## config.mk

```make
export PLATFORM = sky130hd
export DESIGN_NAME = pipeline_hazard_ctrl
export DESIGN_NICKNAME = d
export VERILOG_FILES = /design/src/rtl/hazard_pkg.sv /design/src/rtl/pipeline_hazard_ctrl.sv
export SDC_FILE = /design/constraint.sdc
export NUM_CORES = 1
export LEC_CHECK = 0
export CAP_MARGIN = 25
export CORE_UTILIZATION = 30
export CTS_BUF_LIST = sky130_fd_sc_hd__clkbuf_4 sky130_fd_sc_hd__clkbuf_8
export DETAILED_ROUTE_END_ITERATION = 8
export PLACE_DENSITY = 0.5
export SYNTH_ARGS = -nofsm -noshare
export SYNTH_HDL_FRONTEND = slang
export SYNTH_SLANG_ARGS = --single-unit
export TNS_END_PERCENT = 1
```

## constraint.sdc

```tcl
create_clock -name CLOCK -period 2.1 [get_ports CLOCK]
set_clock_uncertainty 0.05 [all_clocks]
set_input_delay 0.525 -clock CLOCK [delete_from_list [all_inputs] [get_ports CLOCK]]
set_output_delay 0.525 -clock CLOCK [all_outputs]
set_load 0.05 [all_outputs]
```

## src/rtl/hazard_pkg.sv

```systemverilog
// Shared types and sizing helpers for the pipeline hazard controller.
package hazard_pkg;

    typedef enum logic [1:0] {IDLE, HAZ_STALL, SYS_DRAIN, SYS_WAIT} haz_state_t;

    localparam int DEF_NUM_STAGES = 4;
    localparam int DEF_HAZ_STAGE  = 1;
    localparam int DEF_HAZ_CYCLES = 1;

    // Counter must hold both the stall length and the drain length.
    function automatic int cnt_width(input int haz_cycles, input int num_stages);
        int m;
        m = (haz_cycles > num_stages) ? haz_cycles : num_stages;
        return $clog2(m + 1);
    endfunction

endpackage

```

## src/rtl/pipeline_hazard_ctrl.sv

```systemverilog
// Converts forwarding-stall and syscall requests into per-register stall/flush
// vectors; syscalls drain the pipe and hold Syscall_OUT until acknowledged.
module pipeline_hazard_ctrl
    import hazard_pkg::*;
#(
    parameter int NUM_STAGES = DEF_NUM_STAGES,
    parameter int HAZ_STAGE  = DEF_HAZ_STAGE,
    parameter int HAZ_CYCLES = DEF_HAZ_CYCLES
) (
    input  logic                  CLOCK,
    input  logic                  RESET,
    input  logic                  STALL_IN,
    input  logic                  Syscall_IN,
    input  logic                  Syscall_ACK,
    output logic [NUM_STAGES-1:0] STALL,
    output logic [NUM_STAGES-1:0] FLUSH,
    output logic                  Syscall_OUT,
    output logic                  BUSY
);

    localparam int CW = cnt_width(HAZ_CYCLES, NUM_STAGES);
    localparam logic [CW-1:0] HAZ_LOAD = CW'(HAZ_CYCLES);
    localparam logic [CW-1:0] SYS_LOAD = CW'(NUM_STAGES - 1);
    localparam logic [CW-1:0] CNT_ONE  = CW'(1);

    generate
        if (NUM_STAGES < 2) begin : g_chk_stages
            $error("NUM_STAGES must be >= 2");
        end
        if (HAZ_STAGE < 1 || HAZ_STAGE > NUM_STAGES - 1) begin : g_chk_haz_stage
            $error("HAZ_STAGE must be in 1..NUM_STAGES-1");
        end
        if (HAZ_CYCLES < 1) begin : g_chk_haz_cycles
            $error("HAZ_CYCLES must be >= 1");
        end
    endgenerate

    haz_state_t            state, state_nxt;
    logic [CW-1:0]         cnt, cnt_nxt;
    logic [NUM_STAGES-1:0] stall_nxt, flush_nxt;
    logic                  sys_out_nxt;

    // Outputs are decoded from next-state so they change on the request edge.
    always_ff @(posedge CLOCK or negedge RESET) begin
        if (!RESET) begin
            state       <= IDLE;
            cnt         <= '0;
            STALL       <= '0;
            FLUSH       <= '0;
            Syscall_OUT <= 1'b0;
            BUSY        <= 1'b0;
        end else begin
            state       <= state_nxt;
            cnt         <= cnt_nxt;
            STALL       <= stall_nxt;
            FLUSH       <= flush_nxt;
            Syscall_OUT <= sys_out_nxt;
            BUSY        <= (state_nxt != IDLE);
        end
    end

    always_comb begin
        state_nxt = state;
        cnt_nxt   = cnt;
        case (state)
            IDLE: begin
                if (Syscall_IN) begin
                    state_nxt = SYS_DRAIN;
                    cnt_nxt   = SYS_LOAD;
                end else if (STALL_IN) begin
                    state_nxt = HAZ_STALL;
                    cnt_nxt   = HAZ_LOAD;
                end
            end
            HAZ_STALL: begin
                if (Syscall_IN) begin
                    state_nxt = SYS_DRAIN;
                    cnt_nxt   = SYS_LOAD;
                end else if (STALL_IN) begin
                    cnt_nxt   = HAZ_LOAD;
                end else if (cnt == CNT_ONE) begin
                    state_nxt = IDLE;
                    cnt_nxt   = '0;
                end else begin
                    cnt_nxt   = cnt - CNT_ONE;
                end
            end
            SYS_DRAIN: begin
                cnt_nxt = cnt - CNT_ONE;
                if (cnt == CNT_ONE) state_nxt = SYS_WAIT;
            end
            SYS_WAIT: begin
                if (Syscall_ACK) state_nxt = IDLE;
            end
            default: begin
                state_nxt = IDLE;
                cnt_nxt   = '0;
            end
        endcase
    end

    always_comb begin
        stall_nxt   = '0;
        flush_nxt   = '0;
        sys_out_nxt = 1'b0;
        case (state_nxt)
            HAZ_STALL: begin
                for (int i = 0; i < HAZ_STAGE; i++) stall_nxt[i] = 1'b1;
                flush_nxt[HAZ_STAGE] = 1'b1;
            end
            SYS_DRAIN, SYS_WAIT: begin
                // Register 0 is both held and squashed: the fetched successor is discarded.
                stall_nxt[0] = 1'b1;
                flush_nxt[0] = 1'b1;
                flush_nxt[1] = 1'b1;
                sys_out_nxt  = (state_nxt == SYS_WAIT);
            end
            default: ;
        endcase
    end

endmodule

```

Yosys cells after proc, flatten, opt, wreduce, memory -nomap -nowiden

Cells that the tools add are included.

Add/sub/neg operators: 1
Eq/ne operators: 8
Muxes and demuxes: 17
Reductions and logical operators: 6

Operators with widths:

| kind                                                 | count |
|---|---|
| 2-to-1 mux 3 bit                                     | 5 |
| 2-to-1 mux 2 bit                                     | 7 |
| one-hot mux 3 bit (3 select lines)                   | 1 |
| equality test 2 bit (second input constant)          | 4 |
| one-hot mux 2 bit (4 select lines)                   | 1 |
| equality test 2 x 1 -> 1 bit (second input constant) | 2 |
| equality test 3 x 1 -> 1 bit (second input constant) | 1 |
| 2-to-1 mux 1 bit                                     | 3 |
| inequality test 3 bit (second input constant)        | 1 |
| nonzero test 3 bit                                   | 1 |
| OR reduction 3 bit                                   | 1 |
| subtractor 3 x 1 -> 3 bit (second input constant)    | 1 |
| zero test 2 bit                                      | 1 |
| AND reduction 2 bit                                  | 1 |
| nonzero test 2 bit                                   | 1 |
| OR reduction 2 bit                                   | 1 |

Flip-flop bits (word level): 10
Input port bits: 5
Output and inout port bits: 10
Logic and storage cells: 38

Logic depth before layout (Yosys ltp)

Depth in word-level cells: 8
Mapped depth: 7
Mapped depth without buffers: 6

Least setup slack after synthesis

OpenSTA, ideal clock, no wires.

Path kind: register to register
From: register cnt[1]
To: register STALL[0]
Setup time: 0.119 ns
Arrival: 1.527 ns
Required time: 1.931 ns
Slack: 0.404 ns
Stages on the path, launching flop included: 7
Path buffers: 0
Clock period less this slack: 1.696 ns
Cell sequence: dfrtp_1 -> inv_1 -> ha_1 -> or3b_4 -> a2111oi_4 -> or3_4 -> nand2_2

Longest elaborated chain between the ends: 8
Elaborated cells on any way between the ends: 11
Classes of those cells: eq/ne (4); mux (6); reduce/logical (1)

RTL lines:

| what                                                                | RTL line                                               | source |
|---|---|---|
| start: declaration                                                  | pipeline_hazard_ctrl.sv:39                             | `logic [CW-1:0] cnt, cnt_nxt;` |
| start signal: assignment                                            | pipeline_hazard_ctrl.sv:54                             | `cnt <= cnt_nxt;` |
| equality test 3 x 1 -> 1 bit (*)                                    | pipeline_hazard_ctrl.sv:81, pipeline_hazard_ctrl.sv:90 |  |
| 2-to-1 mux 2 bit                                                    | pipeline_hazard_ctrl.sv:81                             | `end else if (cnt == CNT_ONE) begin` |
| 2-to-1 mux 2 bit                                                    | pipeline_hazard_ctrl.sv:79                             | `end else if (STALL_IN) begin` |
| 2-to-1 mux 2 bit                                                    | pipeline_hazard_ctrl.sv:76                             | `if (Syscall_IN) begin` |
| one-hot mux 2 bit (4 select lines) (*)                              | pipeline_hazard_ctrl.sv:65                             | `case (state)` |
| equality test 2 bit or equality test 2 x 1 -> 1 bit (tied branches) | n/a                                                    |  |
| OR reduction 3 bit (no source line) (*)                             | n/a                                                    |  |
| 2-to-1 mux 1 bit (*)                                                | n/a                                                    |  |
| named net flush_nxt[1]                                              | pipeline_hazard_ctrl.sv:40                             | `logic [NUM_STAGES-1:0] stall_nxt, flush_nxt;` |
| end signal: assignment                                              | pipeline_hazard_ctrl.sv:55                             | `STALL <= stall_nxt;` |
| end: declaration                                                    | pipeline_hazard_ctrl.sv:15                             | `output logic [NUM_STAGES-1:0] STALL,` |

Mark *: on every way through the listed nets, which the timed path passes. The rest lies on a longest branch.
A chain may end at the register's enable or synchronous reset.

Worst setup path after layout

From: register FLUSH[0]
To: output FLUSH[0]

RTL lines:

| what                     | RTL line                   | source |
|---|---|---|
| start: declaration       | pipeline_hazard_ctrl.sv:16 | `output logic [NUM_STAGES-1:0] FLUSH,` |
| start signal: assignment | pipeline_hazard_ctrl.sv:56 | `FLUSH <= flush_nxt;` |

No word-level cell between the ends.

==> impl_summary.txt <==
----------------------------------------------------
[Outcome]
  Run status ... finished clean

[Critical path]
  Largest driver fanout on the critical path ... 1
  Critical Path, Cell by Cell ... clkdlybuf4s50_1
  RR Startpoint ... state[1]
  Number of buffers and inverters on the critical path ... 1
  Kind of end point of the critical path ... primary output
  Worst flop-to-flop path endpoint ... Syscall_OUT
  CP startpoint ... FLUSH[0]
  R2r worst-path depth ... 6
  Slack of the worst reg-to-reg path ... 260 ps
  Critical Setup Path Class ... reg -> out
  Top Family by Delay on Critical Path ... buffers and inverters
  Data arrival, critical path ... 1360 ps
  Required time reported for the critical path endpoint ... between 1500 and 2000 ps
  Category of the worst setup path launch point ... flip-flop
  CP max stage delay ... between 700 and 800 ps
  Slowest library cell on the worst path ... clkdlybuf4s50_1

[Drt]
  DR WL/cell ... 11.1 um
  Remaining number of nets flagged by the antenna check after routing ... 0
  Via total after detailed routing ... roughly 500
  Overall routed net length ... approximately 1200 um
  Vias per std cell ... roughly 4.6
  Residual DRC count ... 0
  DRT iter0 DRCs ... 6
  Count of TritonRoute iterations in the first routing pass ... 4

[Global routing]
  Maximum number of pins on one net before global-route repair ... 10
  First-pass GRT wire length ... about 2000 um
  Initial antenna violation count ... 0
  Grt ovf ... 0
  Via count of the first global-routing pass ... approximately 480
  GRT Resource Usage Total ... a little over a tenth

[STA]
  Final Worst Setup Slack ... roughly 160 ps
  RSZ-0062 raised after global routing ... no
  Final period demand of the worst path ... approximately 1900 ps
  Headroom to the max-slew limit ... between 60% and 70%
  Hold WS ... around 490 ps
  Transition time of the tightest slew-check pin ... around 500 ps
  Number of hold violations in the final report ... 0
  Peak clock frequency supported by timing ... 516 MHz
  Number of max-slew violations in the final report ... 0
  Fin crit share ... between 90 and 100%
  Final-report setup violation count ... 0

[Final layout]
  Ratio of cells with drive above 1 in the final layout ... roughly 20%
  Commonest cells after routing, fill and taps aside ... inv_1 (9), dfrtp_1 (8), ha_1 (7)
  Layout overhead on the synthesized area ... 17.0%
  Final Net Count ... between 90 and 100
  Core utilization of the finished layout ... between 30% and 40%
  Fill cells ... between 200 and 250
  Most common cell after layout, fill and taps aside ... inv_1
  Diode count ... 0

[Die]
  Initial core utilization ... around a third
  Chip height ... approximately 49 um
  Die W ... approximately 49 um
  Placement row count ... 16
  Core Region ... 0.00200 mm^2
  Number of ports placed on the die boundary ... 15
  Floorplan die area ... 0.00238 mm^2

[Clocking]
  Buffers from clock root to sink, at most ... 2
  Count of instances resized after the clock tree is built ... 0
  Post-CTS Hold Fix Bufs ... 0
  # Post-CTS Setup Buffers ... 0
  Buffer cell driving the clock tree root ... clkbuf_4
  Clock network latency to the later pin of the worst-skew pair ... 240 ps
  Clock tree from TritonCTS ... yes
  CTS sink cnt ... 8
  Clock transition at path regs ... approximately 50 ps
  CTS H-tree depth ... 1
  Cts bufs inserted ... 3

[Placement]
  Post-detail-place hpwl ... around 940 um
  Count of buffers from port buffering ... 9
  Post-placement worst setup slack ... -12.9 ps
  Gp weighted congestion ... ~0.76

[Job]
  Max-cap violation count ... 0

[Synth]
  Post-Synth Adder-Cell Area ... 13.4%
  Post-synthesis share of cell area spent on and, or, nand and nor gates ... approximately 18%
  Mean cell area of the mapped netlist ... 9.37 um^2
  Xor/xnor cell area share of the yosys netlist ... 0%
  Share of cell area taken by muxes after synthesis ... about 1.5%
  Netlist cell types ... 30
  Sequential element share of the synthesized area ... about 31%
  FF+latch count, synth ... 8
  Netlist area before placement ... roughly 660 um^2
  Cells after Synth ... 70
  Warnings from Yosys ... 0
  Share of the synthesized area in compound gates (AO/OA/AOI/OAI) ... between 20% and 30%
  Dominant combinational cell family by area after synthesis ... compound AO/OA/AOI/OAI gates

[Min path]
  Worst Hold Launch ... cnt[1]
  Hold WC Path Type ... reg -> reg
  Terminating pin of the worst hold path ... cnt[1]
  Hold Path Depth ... 2

[Power and ir drop]
  Leakage ... ~0.37 nW
  Power density of the placed cells ... between 1500 and 2000 mW/mm^2
  Worst voltage drop across the vdd grid ... around 0.0007 V

----------------------------------------------------
## worst max path at each step
stage,to,cells past startpoint
global placement,Syscall_OUT,5
detailed placement,cnt[2],6
finish,FLUSH[0],1
global route,cnt[2],6
floorplan,STALL[0],6
CTS,FLUSH[0],1
## cell usage after synthesis
master,count,share of area [%]
a2111oi_4,1,4.2
a211o_2,1,1.5
a21bo_2,1,1.5
a21o_1,2,2.3
a21oi_1,3,2.3
a221oi_1,1,1.3
a311oi_1,1,1.3
a31oi_1,2,1.9
and3_1,1,0.95
and3_2,1,1.1
buf_2,1,0.76
buf_4,7,8.0
conb_1,1,0.57
dfrtp_1,8,31
ha_1,7,13
inv_1,9,5.2
mux2i_1,1,1.5
nand2_2,1,0.95
nand2b_1,2,1.9
nand3b_1,2,2.3
nor2_1,6,3.4
nor2b_1,1,0.95
nor3b_1,1,1.1
o21a_1,1,1.1
o21ai_0,3,2.3
o22a_1,1,1.3
o311ai_0,1,1.3
or3_4,1,1.7
or3b_2,1,1.3
or3b_4,1,1.7
## cell families after synthesis
kind of cell	count (synthesis)
simple gates	18
buf+inv	17
fa+ha+maj	7
compound gates	18
other cells	1
flops	8
mux	1
## metal layers
layer  track usage (%)  part of all wire [%]
met1              14.7                    51
met2              16.7                    47
met3             0.943                   2.4
met4              5.88                     0
met5                 0                     0
## registers in the layout (all words and copies together), names as in the netlist
name and count:
FLUSH 1, STALL 1, Syscall_OUT 1, cnt 3
state 2
## report_power, final
| group | switching, mW | internal, mW |
|---|---|---|
| Sequential | 0.0517 | 0.231 |
| Clock | 0.0461 | 0.0650 |
| Combinational | 0.524 | 0.350 |
| Total | 0.622 | 0.647 |
## cell type report
class	count	area, um^2	area share [%]
Multi-Input combinational cell	49	379	49.4
Sequential cell	8	200	26.1
Tap cell	27	33.8	4.40
Timing Repair Buffer	11	97.6	12.7
Clock buffer	3	22.5	2.94
Inverter	9	33.8	4.40
## metrics by stage
stage	TNS [ps]	instances	total power, mW	area, um^2
floorplan	0	74	0.987	671
global placement	-27.9	104	1.16	744
detailed placement	-19.6	104	1.15	744
CTS	0	107	1.28	767
global route	0	107	1.36	767
finish	0	107	1.27	767
Power figures use the tool's default switching activity.
